File: config.mk
export PLATFORM = sky130hd
export DESIGN_NAME = regfile_multiport
export DESIGN_NICKNAME = d
export VERILOG_FILES = /design/src/rtl/regfile_multiport.sv
export SDC_FILE = /design/constraint.sdc
export NUM_CORES = 2
export LEC_CHECK = 0
export BUFFER_PORTS_ARGS = -buffer_cell sky130_fd_sc_hd__buf_2
export CAP_MARGIN = 20
export CORE_AREA = 5 5 471 473
export CTS_CLUSTER_DIAMETER = 30
export CTS_CLUSTER_SIZE = 30
export DETAILED_ROUTE_END_ITERATION = 6
export DIE_AREA = 0 0 476 478
export PLACE_DENSITY = 0.48
export SETUP_SLACK_MARGIN = 0.02
export SYNTH_ARGS = -nofsm -noshare
export SYNTH_HDL_FRONTEND = slang
export SYNTH_SLANG_ARGS = --single-unit
File: constraint.sdc
create_clock -name clk -period 5.1 [get_ports clk]
set_input_delay 0.255 -clock clk [delete_from_list [all_inputs] [get_ports clk]]
set_output_delay 0.255 -clock clk [all_outputs]
set_load 0.01 [all_outputs]
File: src/rtl/regfile_multiport.sv
// regfile_multiport: two-write, multi-read register file with sequential clear and write-to-read bypass
module regfile_multiport #(
  parameter int DATA_WIDTH    = 32,
  parameter int ADDR_WIDTH    = 5,
  parameter int NUM_READ      = 3,
  parameter int HARDWIRE_ZERO = 1
) (
  input  logic                             clk,
  input  logic                             rst,
  input  logic                             clear_req,
  output logic                             ready,
  input  logic                             we0,
  input  logic [ADDR_WIDTH-1:0]            waddr0,
  input  logic [DATA_WIDTH-1:0]            wdata0,
  input  logic                             we1,
  input  logic [ADDR_WIDTH-1:0]            waddr1,
  input  logic [DATA_WIDTH-1:0]            wdata1,
  input  logic [NUM_READ*ADDR_WIDTH-1:0]   raddr,
  output logic [NUM_READ*DATA_WIDTH-1:0]   rdata
);
  localparam int NREGS = 2**ADDR_WIDTH;
  typedef enum logic {CLEAR, READY} state_t;
  state_t                r_state, w_next;
  logic [ADDR_WIDTH-1:0] r_cnt;
  logic [DATA_WIDTH-1:0] r_regs [NREGS];
  logic                  w_we0, w_we1;
  assign ready = r_state == READY;
  // Writes are live only in READY, never under reset, and never to a hardwired-zero register 0.
  assign w_we0 = ready && !rst && we0 && !(HARDWIRE_ZERO != 0 && waddr0 == '0);
  assign w_we1 = ready && !rst && we1 && !(HARDWIRE_ZERO != 0 && waddr1 == '0);
  // Next state: reset forces CLEAR; clear_req only counts in READY; CLEAR exits after the last index.
  always_comb
    w_next = rst ? CLEAR : ready ? (clear_req ? CLEAR : READY) : (&r_cnt ? READY : CLEAR);
  // State register and clear counter; the counter idles at 0 so every clear starts from index 0.
  always_ff @(posedge clk) begin
    r_state <= w_next;
    r_cnt   <= (rst || ready) ? '0 : r_cnt + 1'b1;
  end
  // Storage: zero one entry per clear cycle, otherwise apply writes with port 1 winning collisions.
  always_ff @(posedge clk) begin
    if (!rst && !ready) r_regs[r_cnt] <= '0;
    else begin
      if (w_we0) r_regs[waddr0] <= wdata0;
      if (w_we1) r_regs[waddr1] <= wdata1;
    end
  end
  for (genvar g = 0; g < NUM_READ; g++) begin : g_rd
    logic [ADDR_WIDTH-1:0] w_a;
    assign w_a = raddr[g*ADDR_WIDTH +: ADDR_WIDTH];
    assign rdata[g*DATA_WIDTH +: DATA_WIDTH] =
      (!ready || (HARDWIRE_ZERO != 0 && w_a == '0)) ? '0 :
      (w_we1 && w_a == waddr1) ? wdata1 :
      (w_we0 && w_a == waddr0) ? wdata0 : r_regs[w_a];
  end
endmodule
# After elaboration in Yosys (flattened, before gate mapping)
# Memories as Yosys holds them, arrays and structs flattened.
# Cells that the tools add are included.
[classes]
addsub = 1
n_eq_ne = 6
mux = 23
n_reduce_logical = 27
[op_table]
columns = ["operator", "count"]
rows = [
  ["32-bit two-way mux", 10],
  ["32-bit OR reduction", 1],
  ["5-bit equality test", 6],
  ["5-bit zero test", 5],
  ["1-bit logical AND", 12],
  ["1-bit two-way mux", 12],
  ["5-bit by 1-bit adder with 5-bit output (second input constant)", 1],
  ["5-bit two-way mux", 1],
  ["5-bit AND reduction", 1],
  ["1-bit zero test", 4],
  ["1-bit logical OR", 4],
]
[totals]
ff_bits = 6
ram_bits = 1024
input_bits = 94
output_inout_bits = 97
elab_cells = 60
memories = 1
[mem_list]
columns = ["memory", "words", "word_bits", "read_ports", "rd_clocked_by_memory_dff", "write_ports", "line", "source"]
rows = [
  ["r_regs", 32, 32, 3, 0, 2, "25", "logic [DATA_WIDTH-1:0] r_regs [NREGS];"],
]

# Logic depth before layout (Yosys ltp)
[depth]
depth_word = 9
mapped_depth = 11
ltp_nobuf = 5

# Worst setup path before layout
# No wires, ideal clock.
[synth_timing]
kind = "input port to flip-flop"
startpoint = "input waddr0[2]"
endpoint = "memory r_regs[2][0], enable pin"
setup_ps = 433
arrival_ps = 3398
required_time_ps = 4667
setup_slack_ps = 1269
path_stages = 6
path_buffers = 1
path_cell_list = "buf_2 or4_4 o21ai_1 mux2i_1 nand3_1 o22ai_1"
[synth_rtl]
columns = ["item", "line", "source"]
rows = [
  ["from (decl)", "13", "input logic [ADDR_WIDTH-1:0] waddr0,"],
  ["to (decl)", "25", ""],
]

# Final worst setup path
[layout_timing]
startpoint = "register r_state, in the netlist ready"
endpoint = "output rdata[32]"
[layout_via]
elab_chain_len = 7
word_cells_on_any_way = 12
classes_between = "3 x mux; 9 x reduce/logical"
[layout_lines]
columns = ["item", "line", "source"]
rows = [
  ["from (decl)", "23", "state_t r_state, w_next;"],
  ["from (signal assigned)", "36", "r_state <= w_next;"],
  ["1-bit logical AND", "29, 30", ""],
  ["1-bit logical AND (2 in series)", "29", "assign w_we0 = ready && !rst && we0 && !(HARDWIRE_ZERO != 0 && waddr0 == '0);"],
  ["1-bit logical AND", "53", "(w_we0 && w_a == waddr0) ? wdata0 : r_regs[w_a];"],
  ["32-bit two-way mux", "53", ""],
  ["32-bit two-way mux", "52", "(w_we1 && w_a == waddr1) ? wdata1 :"],
  ["32-bit two-way mux (*)", "51", "(!ready || (HARDWIRE_ZERO != 0 && w_a == '0)) ? '0 :"],
  ["to (decl)", "19", "output logic [NUM_READ*DATA_WIDTH-1:0] rdata"],
]
# Every way passes the cells marked *; elsewhere a longest branch is shown, timed or not.

==> metrics <==
CP max-delay cell nand4_1; ys async rst share 0%; DR DRC count 2; Reg clk slew, reported paths 0.04 ns; row count 171; outcome finished, violations left; Syn-to-layout area delta 21.7%; Yosys reg bits 1030; total grt overflow 0; root buffer cell clkbuf_16; via total after detailed routing 60.2k; sequential share of power 31.0%; Synth Flop Type edfxtp_1; CP max stage delay 0.80 ns; CP Max Fanout 12; net switching power 0.00691 W; hpwl dp 215000 microns; syn_nets 6765; Worst Hold Class in2reg; Startpoint Class register; via density per instance 6.21; Pwr Density 357 nW/um^2; Comb pwr share 6.3%; Die X-Extent 476 microns; Core Area 217000 sq um; Worst-Margin Slew 1.22 ns; Chip Height 478 microns; nets 6702; CP Buf/Inv Count 1; Initial Util 31.8%; Post-synth EDFFs 1024; switching portion of total power 23.1%; min Tclk post-route 4.85 ns; total die area 228000 sq um; WP data required 4.85 ns; peak supply drop 0.000386 V; Gate Count Post-Synth 6669; first-pass GRT wire length 461000 microns; maxcap violations 0; WS Path Type reg2out; CP delay by family, top simple AND/OR/NAND/NOR gates; Final period util 95.1%; failing checks design-rule violations; initial antenna violation count 18; Clock Skew 0.0359 ns; CP Capture Type primary output; CP Cell Sequence and3b_1, o21a_2, nand4_1, and4_1, o21ai_1, buf_2; Post-Synthesis Cell Area 69000 sq um; Synth warnings 0; routed len/inst 34.9 microns; Worst slew margin 17.7%; Pleak 31.0 nW; Seq/Total Area, Yosys 44.8%; total negative setup slack 0 ns; Pwr Total 0.0300 W; post-CTS setup buffer count 0; I/O pin count 191; RePlAce Congestion 0.937; Yosys cell types 61; CTS Sinks 1030; Clk pwr share 62.7%; number of global-route vias before repair 57.6k; internal power 0.0230 W; CTS Buf Count 295; Clock Path Buffers 4; ratio of cells with drive above 1 in the final layout 21.3%; max-slew violations 0; DRT iter0 DRCs 8198; IO Port Bufs 190; Clk Latency, worst-skew pair 0.90 ns; final wirelength 338000 microns; count of final hold-check violations 0; post-layout util 38.7%; TritonCTS clock tree built; RSZ-0062 raised after global routing no; Max Freq 0.206 GHz; number of iterations in the first detailed-routing pass 7; largest net degree at the start of global routing 66; H-tree lvl count 5; post-route ant nets 0; arrival time worst endpoint 4.59 ns; all-layer global routing usage 28.7%; Synth Area per Inst 10.3 sq um; # setup viols final 0
Yosys cell counts, types with 3 or more instances:
master	count	share of area, %
nor3_1	21	0.15
a22o_1	3	0.038
nand2_1	1285	7.0
buf_2	145	1.1
buf_4	4	0.044
nor3b_1	3	0.033
o21bai_1	24	0.26
and4_1	33	0.42
dfxtp_1	6	0.17
buf_6	7	0.11
nand3_1	14	0.10
a22oi_1	65	0.71
o21ai_1	48	0.35
mux4_2	299	9.8
nor2b_1	7	0.064
nor4_1	46	0.42
nand4bb_1	9	0.15
nand4_1	36	0.33
a32oi_1	7	0.089
nor3_2	30	0.44
mux2_2	63	1.0
a32o_1	31	0.45
nand2b_1	8	0.073
o221ai_1	31	0.39
o211ai_1	36	0.39
mux2i_1	878	13
and2_1	5	0.045
buf_1	63	0.34
nand4b_1	15	0.19
o2111ai_1	65	0.83
or4b_2	3	0.044
nor2_1	88	0.48
edfxtp_1	1024	45
or2_2	34	0.31
xor2_1	19	0.24
and3_1	3	0.027
nor4bb_1	31	0.45
clkbuf_1	611	3.3
o22ai_1	382	3.5
or4_1	36	0.39
inv_1	41	0.22
xnor2_1	13	0.17
o21ai_0	1073	7.8
repair_timing:
item | 4_1_cts | 5_1_grt
hold buffers | 15 | 1
resized for setup | 0 | 0
hold endpoints to repair | 35 | 1
state kept, by name, indices dropped and copies added, names as in the netlist:
signal,count
r_cnt,5
r_regs,1024
ready,1
cell type report:
class                      count  area (sq um)
sequential                  1030         30900
antenna                       13          32.5
clock buffer                 336          7680
multi-input combinational   4768         35500
clock inverter               182          2290
tap                         2854          3570
inverter                      41           154
fill                       20900        133000
timing repair buffer         470          3800
layer usage:
layer | vias to the layer above | routed length (microns) | GRT usage, %
met3 | 917 | 32600 | 6.16
met1 | 30200 | 127000 | 35.9
met4 | 14 | 25200 | 18.6
met2 | 3822 | 153000 | 44.9
li1 | 25300 | - | -
met5 | - | 90 | 0
worst min-delay path: cells and delay by family:
family                 cells  cell delay [ns]
buffers and inverters      3             0.49
AND/OR/NAND/NOR            1             0.08
path summary, 6_finish.rpt:
| check | start | slack [ns] | endpoint | cells after the start |
|---|---|---|---|---|
| hold reg to reg | r_cnt[3]$_SDFF_PN0_ | 0.63 | r_cnt[3]$_SDFF_PN0_ | 2 |
| hold / removal | wdata0[2] | 0.08 | r_regs[0][2]$_DFFE_PP_ | 4 |
| setup reg to reg | ready$_SDFF_PP0_ | 1.27 | r_regs[13][18]$_DFFE_PP_ | 6 |
| setup / recovery | ready$_SDFF_PP0_ | 0.25 | rdata[32] | 6 |
layout by cell type, fill, tap and decap left out, drive strengths merged, types with 47 or more instances in the layout:
cell type	instances
a22oi	65
nand2	1285
o22ai	382
o21ai	1121
edfxtp	1024
buf	452
nor2	88
nor3	51
clkinv	92
mux2i	878
o2111ai	65
inv	47
mux2	63
clkbuf	338
mux4	299
bufinv	50
per-stage QoR:
stage                     cell area, sq um  hold slack, ns  setup WS (ns)  cells
after detailed placement             73600           0.527          0.998   9143
after floorplan                      69000           0.327           1.27   6669
after global placement               73500           0.520          0.378   9139
final                                83900          0.0751          0.251   9694
after global routing                 83900          0.0708          0.170   9682
after CTS                            83800         0.00606          0.267   9676
cells by family after synthesis:
group           count (synthesis)  synth area share [%]
fa+ha+maj                       2                0.0363
mux                          1240                  23.5
xor+xnor                       32                 0.406
flops                        1030                  44.8
simple gates                 1715                  11.2
buf+inv                       871                  5.10
compound gates               1779                  14.9
power groups by stage:
stage	logic, W	registers [W]	clock network (W)
after floorplan	0.00106	0.00941	0
after global placement	0.00183	0.00942	0
after detailed placement	0.00184	0.00942	0
after CTS	0.00185	0.00928	0.0189
after global routing	0.00191	0.00928	0.0194
final	0.00189	0.00928	0.0188
Note: power is estimated with default switching activity, not from simulation.
